--- config.mk ---
export PLATFORM = sky130hd
export DESIGN_NAME = program_dumper
export DESIGN_NICKNAME = d
export VERILOG_FILES = /design/src/rtl/cpuex_uart_pkg.sv /design/src/rtl/program_dumper_transmitter.sv /design/src/rtl/program_dumper.sv
export SDC_FILE = /design/constraint.sdc
export NUM_CORES = 1
export LEC_CHECK = 0
export ABC_AREA = 1
export ABC_CLOCK_PERIOD_IN_PS = 3810
export CORE_AREA = 2 2 200 202
export DETAILED_ROUTE_END_ITERATION = 10
export DIE_AREA = 0 0 202 204
export PLACE_DENSITY = 0.79
export SLEW_MARGIN = 10
export SYNTH_ARGS = -nofsm -noshare
export SYNTH_HDL_FRONTEND = slang
export SYNTH_SLANG_ARGS = --single-unit
--- constraint.sdc ---
create_clock -name CLK -period 3.81 [get_ports CLK]
set_input_delay 0.762 -clock CLK [delete_from_list [all_inputs] [get_ports CLK]]
set_output_delay 0.762 -clock CLK [all_outputs]
set_load 0.005 [all_outputs]
--- src/rtl/cpuex_uart_pkg.sv ---
// Shared UART definitions for the program/data dump path.
// Holds the default bit period, the sequencer and transmitter state
// encodings, and the 8N1 frame constants.
package cpuex_uart_pkg;

  // 100 MHz core clock / 115200 baud
  localparam int CLK_PER_BIT_DEFAULT = 868;

  localparam logic UART_START     = 1'b0;
  localparam logic UART_STOP      = 1'b1;
  localparam int   UART_DATA_BITS = 8;

  typedef enum logic [1:0] {
    IDLE = 2'd0,
    LOAD = 2'd1,
    SEND = 2'd2
  } seq_state_t;

  typedef enum logic [1:0] {
    TX_IDLE  = 2'd0,
    TX_START = 2'd1,
    TX_DATA  = 2'd2,
    TX_STOP  = 2'd3
  } tx_state_t;

endpackage

--- src/rtl/program_dumper_transmitter.sv ---
// transmitter: 8N1 UART serializer, the send-side mirror of the receiver.
// Ports:
//   CLK          in  sole clock
//   INITIALIZE_N in  synchronous active-low reset
//   data[7:0]    in  byte to send, captured on tx_start
//   tx_start     in  one-cycle start request, only while idle
//   tx_done      out one-cycle pulse during the last cycle of the stop bit
//   UART_TX      out serial line (registered), idles high
module transmitter
  import cpuex_uart_pkg::*;
#(
  parameter int CLK_PER_BIT = CLK_PER_BIT_DEFAULT
) (
  input  logic       CLK,
  input  logic       INITIALIZE_N,
  input  logic [7:0] data,
  input  logic       tx_start,
  output logic       tx_done,
  output logic       UART_TX
);

  localparam int CW = (CLK_PER_BIT > 1) ? $clog2(CLK_PER_BIT) : 1;
  localparam logic [CW-1:0] LAST_CNT = CW'(CLK_PER_BIT - 1);

  tx_state_t  state_q, state_d;
  logic [CW-1:0] cnt_q, cnt_d;
  logic [2:0] bit_q, bit_d;
  logic [7:0] sh_q, sh_d;
  logic       line_q, line_d;
  logic       bit_end_s;

  assign bit_end_s = (cnt_q == LAST_CNT);
  assign UART_TX   = line_q;

  // Next-state, bit timing and line value for the serializer.
  always_comb begin
    state_d = state_q;
    cnt_d   = cnt_q;
    bit_d   = bit_q;
    sh_d    = sh_q;
    line_d  = line_q;
    tx_done = 1'b0;
    case (state_q)
      TX_IDLE: begin
        cnt_d = '0;
        if (tx_start) begin
          state_d = TX_START;
          sh_d    = data;
          line_d  = UART_START;
        end else begin
          line_d  = UART_STOP;
        end
      end
      TX_START: begin
        if (bit_end_s) begin
          cnt_d   = '0;
          state_d = TX_DATA;
          bit_d   = 3'd0;
          line_d  = sh_q[0];
          sh_d    = {1'b0, sh_q[7:1]};
        end else begin
          cnt_d   = cnt_q + CW'(1'b1);
        end
      end
      TX_DATA: begin
        if (bit_end_s) begin
          cnt_d = '0;
          if (bit_q == 3'(UART_DATA_BITS - 1)) begin
            state_d = TX_STOP;
            line_d  = UART_STOP;
          end else begin
            bit_d   = bit_q + 3'd1;
            line_d  = sh_q[0];
            sh_d    = {1'b0, sh_q[7:1]};
          end
        end else begin
          cnt_d = cnt_q + CW'(1'b1);
        end
      end
      TX_STOP: begin
        if (bit_end_s) begin
          cnt_d   = '0;
          state_d = TX_IDLE;
          tx_done = 1'b1;
        end else begin
          cnt_d   = cnt_q + CW'(1'b1);
        end
      end
      default: begin
        state_d = TX_IDLE;
        cnt_d   = '0;
        line_d  = UART_STOP;
      end
    endcase
  end

  // Serializer state register; reset drops any frame and returns the line high.
  always_ff @(posedge CLK) begin
    if (!INITIALIZE_N) begin
      state_q <= TX_IDLE;
      cnt_q   <= '0;
      bit_q   <= 3'd0;
      sh_q    <= 8'h00;
      line_q  <= 1'b1;
    end else begin
      state_q <= state_d;
      cnt_q   <= cnt_d;
      bit_q   <= bit_d;
      sh_q    <= sh_d;
      line_q  <= line_d;
    end
  end

endmodule

--- src/rtl/program_dumper.sv ---
// program_dumper: buffers 32-bit words from the core in a FIFO and sends
// each one as four 8N1 UART frames, most significant byte first.
// Ports:
//   CLK          in  sole clock
//   INITIALIZE_N in  synchronous active-low reset
//   word_in      in  word to send
//   word_valid   in  word_in valid; transfer when word_valid & word_ready
//   word_ready   out FIFO has room
//   busy         out FIFO non-empty or a word is still being sent
//   fifo_count   out words currently held in the FIFO
//   UART_TX      out serial line, idles high
module program_dumper
  import cpuex_uart_pkg::*;
#(
  parameter int CLK_PER_BIT = CLK_PER_BIT_DEFAULT,
  parameter int FIFO_DEPTH  = 16
) (
  input  logic                        CLK,
  input  logic                        INITIALIZE_N,
  input  logic [31:0]                 word_in,
  input  logic                        word_valid,
  output logic                        word_ready,
  output logic                        busy,
  output logic [$clog2(FIFO_DEPTH):0] fifo_count,
  output logic                        UART_TX
);

  localparam int PW   = $clog2(FIFO_DEPTH);
  localparam int CNTW = PW + 1;

  logic [31:0]     mem_q [FIFO_DEPTH];
  logic [PW-1:0]   wr_ptr_q, wr_ptr_d;
  logic [PW-1:0]   rd_ptr_q, rd_ptr_d;
  logic [CNTW-1:0] count_q, count_d;
  logic            push_s, pop_s;
  logic [31:0]     head_s;

  seq_state_t      state_q, state_d;
  logic [31:0]     sh_q, sh_d;
  logic [1:0]      byte_idx_q, byte_idx_d;
  logic            arm_q, arm_d;
  logic            tx_start_s, tx_done_s;

  assign word_ready = (count_q < CNTW'(FIFO_DEPTH));
  assign push_s     = word_valid & word_ready;
  assign head_s     = mem_q[rd_ptr_q];
  assign fifo_count = count_q;
  assign busy       = (count_q != '0) | (state_q != IDLE);

  // FIFO pointer and occupancy update; pointers wrap naturally at a power-of-two depth.
  always_comb begin
    wr_ptr_d = wr_ptr_q;
    rd_ptr_d = rd_ptr_q;
    count_d  = count_q;
    if (push_s) begin
      wr_ptr_d = wr_ptr_q + PW'(1'b1);
    end else begin
      wr_ptr_d = wr_ptr_q;
    end
    if (pop_s) begin
      rd_ptr_d = rd_ptr_q + PW'(1'b1);
    end else begin
      rd_ptr_d = rd_ptr_q;
    end
    case ({push_s, pop_s})
      2'b10:   count_d = count_q + CNTW'(1'b1);
      2'b01:   count_d = count_q - CNTW'(1'b1);
      default: count_d = count_q;
    endcase
  end

  // FIFO storage; contents need no reset because the pointers define validity.
  always_ff @(posedge CLK) begin
    if (push_s) begin
      mem_q[wr_ptr_q] <= word_in;
    end
  end

  // Sequencer: turns each popped word into four byte frames.
  // A word landing in an empty FIFO waits one arm cycle in IDLE before the
  // pop, which puts the first start bit on the third edge after acceptance.
  // After the fourth byte a queued word is chained straight from SEND, so the
  // line sees the same single idle cycle between words as between bytes.
  always_comb begin
    state_d    = state_q;
    sh_d       = sh_q;
    byte_idx_d = byte_idx_q;
    pop_s      = 1'b0;
    tx_start_s = 1'b0;
    arm_d      = (state_q == IDLE) && (count_q != '0);
    case (state_q)
      IDLE: begin
        if (arm_q && (count_q != '0)) begin
          pop_s      = 1'b1;
          sh_d       = head_s;
          byte_idx_d = 2'd0;
          state_d    = LOAD;
        end else begin
          state_d    = IDLE;
        end
      end
      LOAD: begin
        tx_start_s = 1'b1;
        state_d    = SEND;
      end
      SEND: begin
        if (tx_done_s) begin
          if (byte_idx_q == 2'd3) begin
            if (count_q != '0) begin
              pop_s      = 1'b1;
              sh_d       = head_s;
              byte_idx_d = 2'd0;
              state_d    = LOAD;
            end else begin
              state_d    = IDLE;
            end
          end else begin
            sh_d       = {sh_q[23:0], 8'h00};
            byte_idx_d = byte_idx_q + 2'd1;
            state_d    = LOAD;
          end
        end else begin
          state_d = SEND;
        end
      end
      default: begin
        state_d = IDLE;
      end
    endcase
  end

  // FIFO and sequencer registers; reset discards queued words and the word in flight.
  always_ff @(posedge CLK) begin
    if (!INITIALIZE_N) begin
      wr_ptr_q   <= '0;
      rd_ptr_q   <= '0;
      count_q    <= '0;
      state_q    <= IDLE;
      sh_q       <= 32'h0000_0000;
      byte_idx_q <= 2'd0;
      arm_q      <= 1'b0;
    end else begin
      wr_ptr_q   <= wr_ptr_d;
      rd_ptr_q   <= rd_ptr_d;
      count_q    <= count_d;
      state_q    <= state_d;
      sh_q       <= sh_d;
      byte_idx_q <= byte_idx_d;
      arm_q      <= arm_d;
    end
  end

  transmitter #(
    .CLK_PER_BIT (CLK_PER_BIT)
  ) u_tx (
    .CLK          (CLK),
    .INITIALIZE_N (INITIALIZE_N),
    .data         (sh_q[31:24]),
    .tx_start     (tx_start_s),
    .tx_done      (tx_done_s),
    .UART_TX      (UART_TX)
  );

endmodule

# --- Yosys cells after proc, flatten, opt, wreduce, memory -nomap -nowiden ---
# Memories as Yosys holds them, arrays and structs flattened. A register that Yosys moved wholly into a read port is not among the register bits.
# Cells that the tools add are included.
totals:
  n_memories: 1
  output_inout_bits: 8
  mem_bits_rw: 512
  in_bits: 35
  elab_cells: 108
  regBits: 74
op_classes:
  eq_ne: 19
  add_sub_neg: 7
  bitwise_logic: 2
  reduce_logical: 16
  muxes: 50
  order_cmp: 1
mem_list:
  columns: ["memory", "words", "width", "rd", "rd_clocked_by_memory_dff", "wr", "line_no", "rtl"]
  rows:
  - ["mem_q", 16, 32, 1, 1, 1, "program_dumper.sv:31", "logic [31:0] mem_q [FIFO_DEPTH];"]
ops:
  columns: ["operator", "count"]
  rows:
  - ["32-bit two-way mux", 4]
  - ["32-bit case mux with 2 select lines", 1]
  - ["8-bit two-way mux", 4]
  - ["8-bit case mux with 3 select lines", 1]
  - ["2-bit two-way mux", 11]
  - ["10-bit case mux with 2 select lines", 1]
  - ["1-bit two-way mux", 15]
  - ["10-bit by 1-bit adder with 10-bit output (second input constant)", 1]
  - ["10-bit equality test (second input constant)", 1]
  - ["2-bit equality test (second input constant)", 5]
  - ["10-bit two-way mux", 1]
  - ["2-bit by 1-bit inequality test with 1-bit output (second input constant)", 5]
  - ["5-bit case mux with 2 select lines", 1]
  - ["5-bit AND reduction", 2]
  - ["3-bit two-way mux", 3]
  - ["4-bit by 1-bit adder with 4-bit output (second input constant)", 2]
  - ["4-bit two-way mux", 2]
  - ["2-bit case mux with 4 select lines", 1]
  - ["4-bit AND reduction", 2]
  - ["2-bit nonzero test", 4]
  - ["2-bit by 1-bit equality test with 1-bit output (second input constant)", 3]
  - ["2-bit inequality test (second input constant)", 3]
  - ["2-bit case mux with 3 select lines", 1]
  - ["3-bit case mux with 2 select lines", 1]
  - ["other kinds (18)", 20]

# --- Logic depth before layout (Yosys ltp) ---
logic_depth:
  depth_word: 7
  ltp_mapped: 19
  depth_no_buf: 18

# --- By module ---
# From an unflattened synthesis, not the netlist that was laid out.
unflattened:
  cells_unflattened: 1892
  hier_area_um2: 23606.4
by_module_without_submodules:
  columns: ["module", "n_inst", "area_each_um2", "seq_area_each_um2", "cells_each"]
  rows:
  - ["program_dumper", 1, 22241.3, 16455.8, 1697]
  - ["transmitter", 1, 1365.1, 480.5, 195]

# --- Worst setup path before layout ---
# No wires, ideal clock.
synth_timing:
  kind: "input to register"
  start: "in word_valid"
  end: "mem mem_q[11][0], enable pin"
  setup_ps: 421
  cell_stages: 4
  n_path_buf: 0
  path_slack_ps: 911
  arrival_time_ps: 2478
  required_ps: 3389
  path_cell_list: "nand2_1 nor2_1 nand2_1 nor2_1"
synth_via:
  elab_chain_len: 3
synth_rtl:
  columns: ["element", "line_no", "rtl"]
  rows:
  - ["from (decl)", "program_dumper.sv:21", "input logic word_valid,"]
  - ["1-bit bitwise AND", "program_dumper.sv:45", "assign push_s = word_valid & word_ready;"]
  - ["1-bit two-way mux", "program_dumper.sv:74", "if (push_s) begin"]
  - ["1-bit two-way mux (implied by the code)", "program_dumper.sv:75", "mem_q[wr_ptr_q] <= word_in;"]
  - ["to (decl)", "program_dumper.sv:31", null]
# No other way between the ends.

# --- Worst setup path in the final report ---
layout_timing:
  start: "reg byte_idx_q[0]"
  end: "reg count_q[4] (netlist: fifo_count[4])"
layout_via:
  elab_chain_len: 6
  word_cells_on_any_way: 8
  cone_classes: "eq/ne: 3; mux: 4; reduce/logical: 1"
layout_rtl:
  columns: ["element", "line_no", "rtl"]
  rows:
  - ["from (decl)", "program_dumper.sv:40", "logic [1:0] byte_idx_q, byte_idx_d;"]
  - ["from (signal assigned)", "program_dumper.sv:148", "byte_idx_q <= byte_idx_d;"]
  - ["2-bit equality test *", "program_dumper.sv:108", "if (byte_idx_q == 2'd3) begin"]
  - ["1-bit two-way mux *", "program_dumper.sv:108", null]
  - ["1-bit two-way mux *", "program_dumper.sv:107", "if (tx_done_s) begin"]
  - ["1-bit case mux with 2 select lines *", "program_dumper.sv:91", "case (state_q)"]
  - ["2-bit by 1-bit equality test with 1-bit output / 2-bit equality test (equally long branches)", "program_dumper.sv:65", "case ({push_s, pop_s})"]
  - ["5-bit case mux with 2 select lines / 2-bit nonzero test (equally long branches)", null, null]
  - ["to (signal assigned)", "program_dumper.sv:145", "count_q <= count_d;"]
  - ["to (decl)", "program_dumper.sv:34", "logic [CNTW-1:0] count_q, count_d;"]
# Mark *: on every way between the ends. The rest lies on a longest branch, timed or not.
# A chain may end at the register's enable or synchronous reset.

==> impl_metrics.yaml <==
layout:
  multiInputGateArea_um2: 5790
  post-route-util_pct: 68.3
  regArea_um2: 16900
  nFillCells: 2597
  drive_gt1_share_pct: 7.97
  area_delta_synth_final_pct: 11.7
  layout.nets: 1886
  antenna_cells: 0
  fin_area_um2: 26700
clocking:
  cts_sinks: 590
  cts_resized: 0
  cts_setup_buffers: 0
  clkSlewWorstSetupHoldPaths_ps: 60
  numCtsBuffers: 56
  cts_tree: "yes"
  clockBufferDepth: 3
  clk_latency_ps: 610
  hold_buffers: 0
  htreeDepth: 2
  root_buffer: "clkbuf_16"
synth:
  yosysTopAreaCell: "edfxtp_1"
  synth_ff_type: "edfxtp_1"
  synth.distinct_cells: 45
  synth_most_common_cell: "edfxtp_1"
  async_flop_share_pct: 0
  synth_cells: 1808
  synth-seq-area-share_pct: 70.7
  yosys-top-cells-count: "512 x edfxtp_1, 183 x inv_1, 183 x o21ai_0"
  synthesis.area_um2: 24000
  ys_seq_elements: 590
  synth_warnings: 0
  synth_edf_count: 512
  synth_top_area_share_pct: 64.2
  avgSynthCellArea_um2: 13.2
  synthesis.nets: 1860
  ys_top_cells_by_area: "edfxtp_1 64%, dfxtp_1 6.5%, mux2i_1 5.3%, o21ai_0 3.8%, a21oi_1 3.6%"
placed_design:
  dp_hpwl_um: 33200
  dpl-instance-area_um2: 25000
  routabilityCongestion: 0.849
  io_buffers: 42
global_route:
  antenna_found_initial: 1
  grt_max_degree: 126
  grt_pass1_vias: 14400
  grt_overflow_total: 0
  grt_use_total_pct: 26.3
  grt_pass1_wl_um: 82400
floorplan:
  row_count: 73
  core_area_um2: 39200
  die_w_um: 202
  dieArea_um2: 41200
  start_util_pct: 61.1
  fp.dieH_um: 204
  io_pins: 43
route:
  vias_per_cell: 6.15
  drc_errors: 0
  drt-total-wl_um: 54200
  wl_per_cell_um: 22.5
  ant_nets: 0
  drt_first_pass_iters: 6
  drt_iter0_markers: 1734
  route.vias.total: 14800
timing:
  finClkSkew_ps: 20.4
  max_clock_freq_mhz: 342
  finalCritPeriodShare_pct: 76.7
  worst_pin_slew_ps: 922
  hold-worst-slack_ps: 448
  finalHoldViolCount: 0
  drv_slew: 0
  finalWorstPathRequiredPeriod_ps: 2920
  setup_viol: 0
  rsz0062_at_grt: "no"
  fin_setup_tns_ps: 0
  relSlewSlack_pct: 38.3
pwr:
  power_frac_clock_pct: 32.0
  p_leak_nw: 8.96
  internal-power_mw: 11.7
  pwr-share-seq_pct: 46.1
  irDropWorstVdd_v: 0.000595
  switching_power_mw: 4.93
  powerDensity_nw_per_um2: 621
  switching_share_pct: 29.7
  p_comb_share_pct: 21.9
run_status:
  status: "complete, no violations"
setup_path:
  endpoint_kind: "flop"
  critPathKind: "reg -> reg"
  cp_max_fo: 33
  required_ps: 4330
  cp-start-kind: "flop"
  arrival_ps: 3440
run:
  cap_violations: 0
worst_hold_path:
  worstHoldPathType: "reg -> reg"
worst max-delay path: stages (launching register included):
cell	delay (ps)
dfxtp_1	350
ha_1	160
inv_1	50
nand2_1	80
buf_4	340
inv_1	230
nor2_8	390
ha_1	340
xor2_1	210
ha_1	170
inv_1	30
nand2_1	80
nand2_1	70
nand2_1	70
nand2_1	40
nand2_1	50
nand2_1	40
a21oi_1	110
area by class of cell:
cell class | count | area share [%]
multi-input combinational | 919 | 21.7
sequential | 590 | 63.4
clock inverter | 27 | 0.692
inverter | 189 | 2.66
tap | 525 | 2.46
clock buffer | 78 | 5.89
timing repair buffer | 78 | 3.28
registers in the layout, summed over array words and instances (netlist names), named ones only:
name,flops
arm_q,1
byte_idx_q,2
fifo_count,5
mem_q,512
rd_ptr_q,4
sh_q,32
state_q,2
u_tx.UART_TX,1
u_tx.bit_q,3
u_tx.cnt_q,10
u_tx.sh_q,8
u_tx.state_q,2
wr_ptr_q,4
power groups by stage:
stage | clock, mW | sequential [mW] | combinational, mW
6_report | 5.32 | 7.66 | 3.64
5_1_grt | 5.58 | 7.70 | 4.00
4_1_cts | 5.36 | 7.66 | 3.61
3_5_place_dp | 0 | 7.79 | 3.58
3_3_place_gp | 0 | 7.78 | 3.48
2_1_floorplan | 0 | 7.67 | 2.80
per-layer routing:
metal,track usage [%],up-vias,wire (µm)
met1,36.9,7254,22200
li1,-,6727,-
met2,42.1,711,25400
met3,4.82,103,5090
met4,8.77,0,1440
met5,0,-,0
per-stage QoR:
stage,cells,total power [mW],setup WS (ps)
after floorplan,1808,10.5,911
after global placement,2301,11.3,744
after detailed placement,2301,11.4,686
after CTS,2406,16.6,906
after global routing,2406,17.3,637
final,2406,16.6,888
placed cells by master, fill, tap and decap left out, types with 8 or more instances in the layout:
master / count
a31oi_1: 12
nor2_1: 39
nand2_1: 73
inv_1: 183
clkinv_2: 8
buf_4: 21
a211oi_1: 9
clkinv_1: 14
a21oi_1: 173
o211ai_1: 110
nor2_4: 17
buf_12: 15
o21ai_1: 46
clkdlybuf4s50_1: 42
clkbuf_1: 14
nand3_1: 59
mux2i_1: 128
edfxtp_1: 512
clkbuf_16: 57
o21ai_0: 183
dfxtp_1: 74
ha_1: 17
cell families after synthesis:
logic type               after synthesis  share of synthesized area [%]
flip-flops                           590                           70.7
adder cells (fa/ha/maj)               17                          0.888
multiplexers                         128                           5.35
XOR/XNOR                               8                          0.293
AO/OA/AOI/OAI                        550                           13.0
buffers and inverters                299                           5.61
AND/OR/NAND/NOR                      216                           4.12
worst paths after layout:
| kind | from | to | slack [ps] | depth (start not counted) |
|---|---|---|---|---|
| max | byte_idx_q[0] | fifo_count[4] | 890 | 17 |
| min | u_tx.sh_q[5] | u_tx.sh_q[5] | 450 | 2 |
| max reg2reg | byte_idx_q[0] | fifo_count[4] | 890 | 17 |
| min reg2reg | u_tx.sh_q[5] | u_tx.sh_q[5] | 450 | 2 |
(Power assumes the default switching activity.)
==> variant 1 (config.mk and constraints unchanged) <==
Change the package constant `CLK_PER_BIT_DEFAULT` from 868 to 434.
--- a/src/rtl/cpuex_uart_pkg.sv
+++ b/src/rtl/cpuex_uart_pkg.sv
@@ -4,7 +4,7 @@
 package cpuex_uart_pkg;
 
   // 100 MHz core clock / 115200 baud
-  localparam int CLK_PER_BIT_DEFAULT = 868;
+  localparam int CLK_PER_BIT_DEFAULT = 434;
 
   localparam logic UART_START     = 1'b0;
   localparam logic UART_STOP      = 1'b1;
Function: no difference found for any inputs over 10 cycles, from zero or initial values; that may be too few to reach the edited logic, so the function may still have changed.
==> variant 1 against the original RTL <==
Critical endpoint is now sh_q[4]; routed wire length up 5.6%; synthesized cell count up 2.5%; total power up 10%; cell area down 2.0%; count of clock-buffer cells in the layout down 11; clock power up 3%; worst setup slack better by 220 ps; area after synthesis down 2.3%; sequential cell count down 1.
==> variant 1: results (changes against the original RTL) <==
{
  "wl_per_cell": {"value": 23.45, "unit": "um", "change": "+4.2%"},
  "comb_power_share": {"value": 0.276, "change": "+0.057"},
  "syn_avg_cell_area": {"value": 12.63, "unit": "sq um", "change": "-4.7%"},
  "grt_first_pass_wirelength": {"value": 87440, "unit": "um", "change": "+6.1%"},
  "globalplace.congestion": {"value": 0.8725, "change": "+2.8%"},
  "wirelength_met1": {"value": 21550, "unit": "um", "change": "-3.1%"},
  "route.met2.wl": {"value": 27150, "unit": "um", "change": "+6.9%"},
  "synth-adder-area-share": {"value": 0.009088, "change": "+0.0002070"},
  "reg_top3": {"value": "mem_q: 512 flops, sh_q: 32 flops, u_tx.cnt_q: 9 flops"},
  "synth_compound_area_frac": {"value": 0.1437, "change": "+0.01335"},
  "hp-class": {"value": "reg2reg"},
  "critical_path_fanout_max": {"value": 52, "change": "+58%"},
  "status": {"value": "finished clean"},
  "final_routed_wirelength_across_all_metal_layers": {"value": 57190, "unit": "um", "change": "+5.6%"},
  "final_layout_size_suffix_gt1_frac": {"value": 0.08725, "change": "+0.007507"},
  "drt-initial-drc-count": {"value": 2109, "change": "+22%"},
  "power_leakage": {"value": 8.576, "unit": "nW", "change": "-4.3%"},
  "via_per_inst": {"value": 6.346, "change": "+3.2%"},
  "dr.pass1.iters": {"value": 5, "change": "-1"},
  "worst-slew-pin-transition": {"value": 1225, "unit": "ps", "change": "+302.9 ps"},
  "synth.top_cells.by_area": {"value": "sky130_fd_sc_hd__edfxtp_1 66%, sky130_fd_sc_hd__dfxtp_1 6.6%, sky130_fd_sc_hd__o21ai_0 5.5%"},
  "grt_pass1_vias": {"value": 14960, "change": "+3.9%"},
  "grtUsageMet2": {"value": 0.4446, "change": "+0.02332"},
  "synth.top_cells.by_count": {"value": "512 x sky130_fd_sc_hd__edfxtp_1, 322 x sky130_fd_sc_hd__nor2_1, 258 x sky130_fd_sc_hd__o21ai_0"},
  "synth.lib_cells_used.distinct": {"value": 37, "change": "-18%"},
  "track_usage": {"value": 0.2799, "change": "+0.01649"},
  "skew_final": {"value": 16.84, "unit": "ps", "change": "-3.538 ps"},
  "timing.critical_path.arrival": {"value": 3140, "unit": "ps", "change": "-300 ps"},
  "dpl.hpwl": {"value": 33760, "unit": "um", "change": "+1.7%"},
  "relSlewSlack": {"value": 0.1825, "change": "-0.2009"},
  "n_fill_cell": {"value": 2610, "change": "+0.50%"},
  "sequentialPowerShare": {"value": 0.426, "change": "-0.035"},
  "antenna_found_initial": {"value": 0, "change": "-1"},
  "post_synth_xor_area_fraction": {"value": 0.002619, "change": "-0.0003060"},
  "detailroute.wirelength.met3": {"value": 6002, "unit": "um", "change": "+18%"},
  "synth_sequential_area_ratio": {"value": 0.7227, "change": "+0.01562"},
  "placedCellCount": {"value": 2335, "change": "+1.5%"},
  "gr-usage-met1": {"value": 0.3811, "change": "+0.01173"}
}
-- variant 1: worst max-delay path, cell delays in order (launching register included) --
cell and delay (ps):
sky130_fd_sc_hd__dfxtp_1 370, sky130_fd_sc_hd__ha_1 180, sky130_fd_sc_hd__nand2_1 50, sky130_fd_sc_hd__nor2_1 80
sky130_fd_sc_hd__nand3_1 160, sky130_fd_sc_hd__nor2_1 120, sky130_fd_sc_hd__o21ai_1 90, sky130_fd_sc_hd__nand2_2 610
sky130_fd_sc_hd__clkinv_1 570, sky130_fd_sc_hd__nand2_1 210, sky130_fd_sc_hd__a21oi_1 90
-- variant 1: path summary, 6_finish.rpt --
kind / start / end / slack (ps) / depth (start not counted)
min: u_tx.sh_q[0] / u_tx.sh_q[0] / 460 / 2
max: u_tx.cnt_q[0] / sh_q[4] / 1100 / 10
max reg2reg: u_tx.cnt_q[0] / sh_q[4] / 1100 / 10
min reg2reg: u_tx.sh_q[0] / u_tx.sh_q[0] / 460 / 2
-- variant 1: cell type report --
class / instances / area (sq um) / area share
inverters: 57 / 220.2 / 0.008403
multi-input cells: 1082 / 5689 / 0.2171
flip-flops and latches: 589 / 16930 / 0.6458
well taps: 525 / 656.9 / 0.02507
clock buffers: 67 / 1474 / 0.05624
clock inverters: 37 / 320.3 / 0.01222
repair buffers: 82 / 920.9 / 0.03514
-- variant 1: through the flow --
stage	total power [mW]	worst slack, ps	utilization	area (sq um)
4_1_cts	18.26	1085	0.6688	26210
3_3_place_gp	12.65	790.0	0.6230	24410
2_1_floorplan	11.33	873.9	-	23410
3_5_place_dp	12.86	721.4	0.6230	24410
5_1_grt	19.10	769.3	0.6688	26210
6_report	18.31	1104	0.6688	26210
==> variant 2 (same flow settings) <==
Without the edit above. Re-encode `tx_state_t` (4 states) as one-hot, 4 bits wide.
--- a/src/rtl/cpuex_uart_pkg.sv
+++ b/src/rtl/cpuex_uart_pkg.sv
@@ -16,11 +16,11 @@
     SEND = 2'd2
   } seq_state_t;
 
-  typedef enum logic [1:0] {
-    TX_IDLE  = 2'd0,
-    TX_START = 2'd1,
-    TX_DATA  = 2'd2,
-    TX_STOP  = 2'd3
+  typedef enum logic [3:0] {
+    TX_IDLE  = 4'b0001,
+    TX_START = 4'b0010,
+    TX_DATA  = 4'b0100,
+    TX_STOP  = 4'b1000
   } tx_state_t;
 
 endpackage
Formal check against the unedited RTL: same outputs for any inputs over 10 cycles, from zero or initial values; not proved beyond that.
==> variant 2 against the original RTL <==
Area after synthesis is 0.19% higher; cell area is 0.50% higher; die area stayed put; sequential cell count is 2 higher; clock skew is 3.2 ps higher; total power is 1.7% higher; routed wire length is 4.0% higher; non-clock buffer count is 4 higher; worst setup slack worse by 17 ps; count of clock-buffer cells in the layout is 1 lower; sequential power hardly changed; cell count is 1.7% higher; largest cell class unchanged.
==> variant 2: results (changes against the original RTL) <==
{
  "status": {"value": "finished clean"},
  "critical_path.slowest_cell": {"value": "sky130_fd_sc_hd__ha_1"},
  "critical_path.reg2reg.startpoint": {"value": "u_tx.cnt_q[0]"},
  "synth.lib_cells_used.distinct": {"value": 42, "change": "-6.7%"},
  "dpl.hpwl": {"value": 34020, "unit": "um", "change": "+2.5%"},
  "peakVddDrop": {"value": 417.8, "unit": "uV", "change": "-30%"},
  "r2r_setup_slack": {"value": 870, "unit": "ps", "change": "-20 ps"},
  "cts_resized": {"value": 0, "change": "unchanged"},
  "placedCellCount": {"value": 2341, "change": "+1.7%"},
  "power_leakage": {"value": 9.116, "unit": "nW", "change": "+1.7%"},
  "r2r.worst_path.cells": {"value": 20, "change": "+3"},
  "skew_final": {"value": 23.60, "unit": "ps", "change": "+3.226 ps"},
  "synth.top_cells.by_area": {"value": "sky130_fd_sc_hd__edfxtp_1 64%, sky130_fd_sc_hd__dfxtp_1 6.7%, sky130_fd_sc_hd__mux2i_1 5.2%"},
  "p_switching": {"value": 5.082, "unit": "mW", "change": "+3.0%"},
  "synth.top_cells.by_count": {"value": "512 x sky130_fd_sc_hd__edfxtp_1, 218 x sky130_fd_sc_hd__o21ai_0, 173 x sky130_fd_sc_hd__inv_1"},
  "synth_sequential_area_ratio": {"value": 0.7074, "change": "about the same"},
  "timing.critical_path.slowest_cell_delay": {"value": 370, "unit": "ps", "change": "-20 ps"},
  "syn_avg_cell_area": {"value": 13.00, "unit": "sq um", "change": "-1.9%"},
  "drt-initial-drc-count": {"value": 2076, "change": "+20%"},
  "grt_first_pass_wirelength": {"value": 85360, "unit": "um", "change": "+3.6%"},
  "grt_pass1_vias": {"value": 14470, "change": "+0.49%"},
  "largest_net_degree_at_the_start_of_global_routing": {"value": 118, "change": "-6.3%"},
  "wl_per_cell": {"value": 23.03, "unit": "um", "change": "+2.3%"},
  "min_to": {"value": "u_tx.sh_q[0]"},
  "track_usage": {"value": 0.2745, "change": "+0.01114"},
  "dr.pass1.iters": {"value": 5, "change": "-1"},
  "antenna_found_initial": {"value": 0, "change": "-1"},
  "final_layout_size_suffix_gt1_frac": {"value": 0.08897, "change": "+0.009225"},
  "dr_total_vias": {"value": 15030, "change": "+1.6%"},
  "synth_nets": {"value": 1892, "change": "+1.7%"}
}
## variant 2: cell families after synthesis
| logic type | after synthesis | synth area share |
|---|---|---|
| buf+inv | 296 | 0.05355 |
| xor+xnor | 9 | 0.003285 |
| mux | 125 | 0.05214 |
| simple gates | 276 | 0.05089 |
| fa+ha+maj | 11 | 0.005735 |
| flops | 592 | 0.7074 |
| compound gates | 537 | 0.1270 |
## variant 2: layer usage
metal,vias to the layer above,global-route usage,routed length (um)
met5,-,0,0
met4,0,0.08718,1473
met3,109,0.04432,5999
met2,843,0.4254,26030
met1,7272,0.4037,22850
li1,6806,-,-
## variant 2: power groups by stage
stage	Sequential, mW	Clock [mW]	Combinational (mW)
global route	7.71	5.79	4.06
floorplan	7.69	0	2.61
finish	7.68	5.51	3.71
global placement	7.79	0	3.52
CTS	7.68	5.55	3.66
detailed placement	7.81	0	3.62
## variant 2: cell type report
type                    instances  area [sq um]
repair buffers                 82         845.8
clock inverters                29         256.5
well taps                     525         656.9
multi-input cells             958          5856
fillers                      2579         12310
inverters                     184         694.4
clock buffers                  77          1583
flip-flops and latches        592         16990
## variant 2: worst max path at each step
stage	start	to	cells past startpoint
finish	u_tx.cnt_q[0]	fifo_count[4]	20
global route	u_tx.cnt_q[0]	fifo_count[4]	20
CTS	u_tx.cnt_q[0]	fifo_count[4]	20
detailed placement	word_valid	mem_q[2][14]	6
global placement	word_valid	mem_q[5][0]	6
floorplan	word_valid	mem_q[11][0]	4
## variant 2: metrics by stage
step / area, sq um / worst slack (ps)
detailed placement: 25040 / 668.0
CTS: 26880 / 866.8
finish: 26880 / 871.1
floorplan: 24000 / 893.3
global placement: 25040 / 731.0
global route: 26880 / 514.5
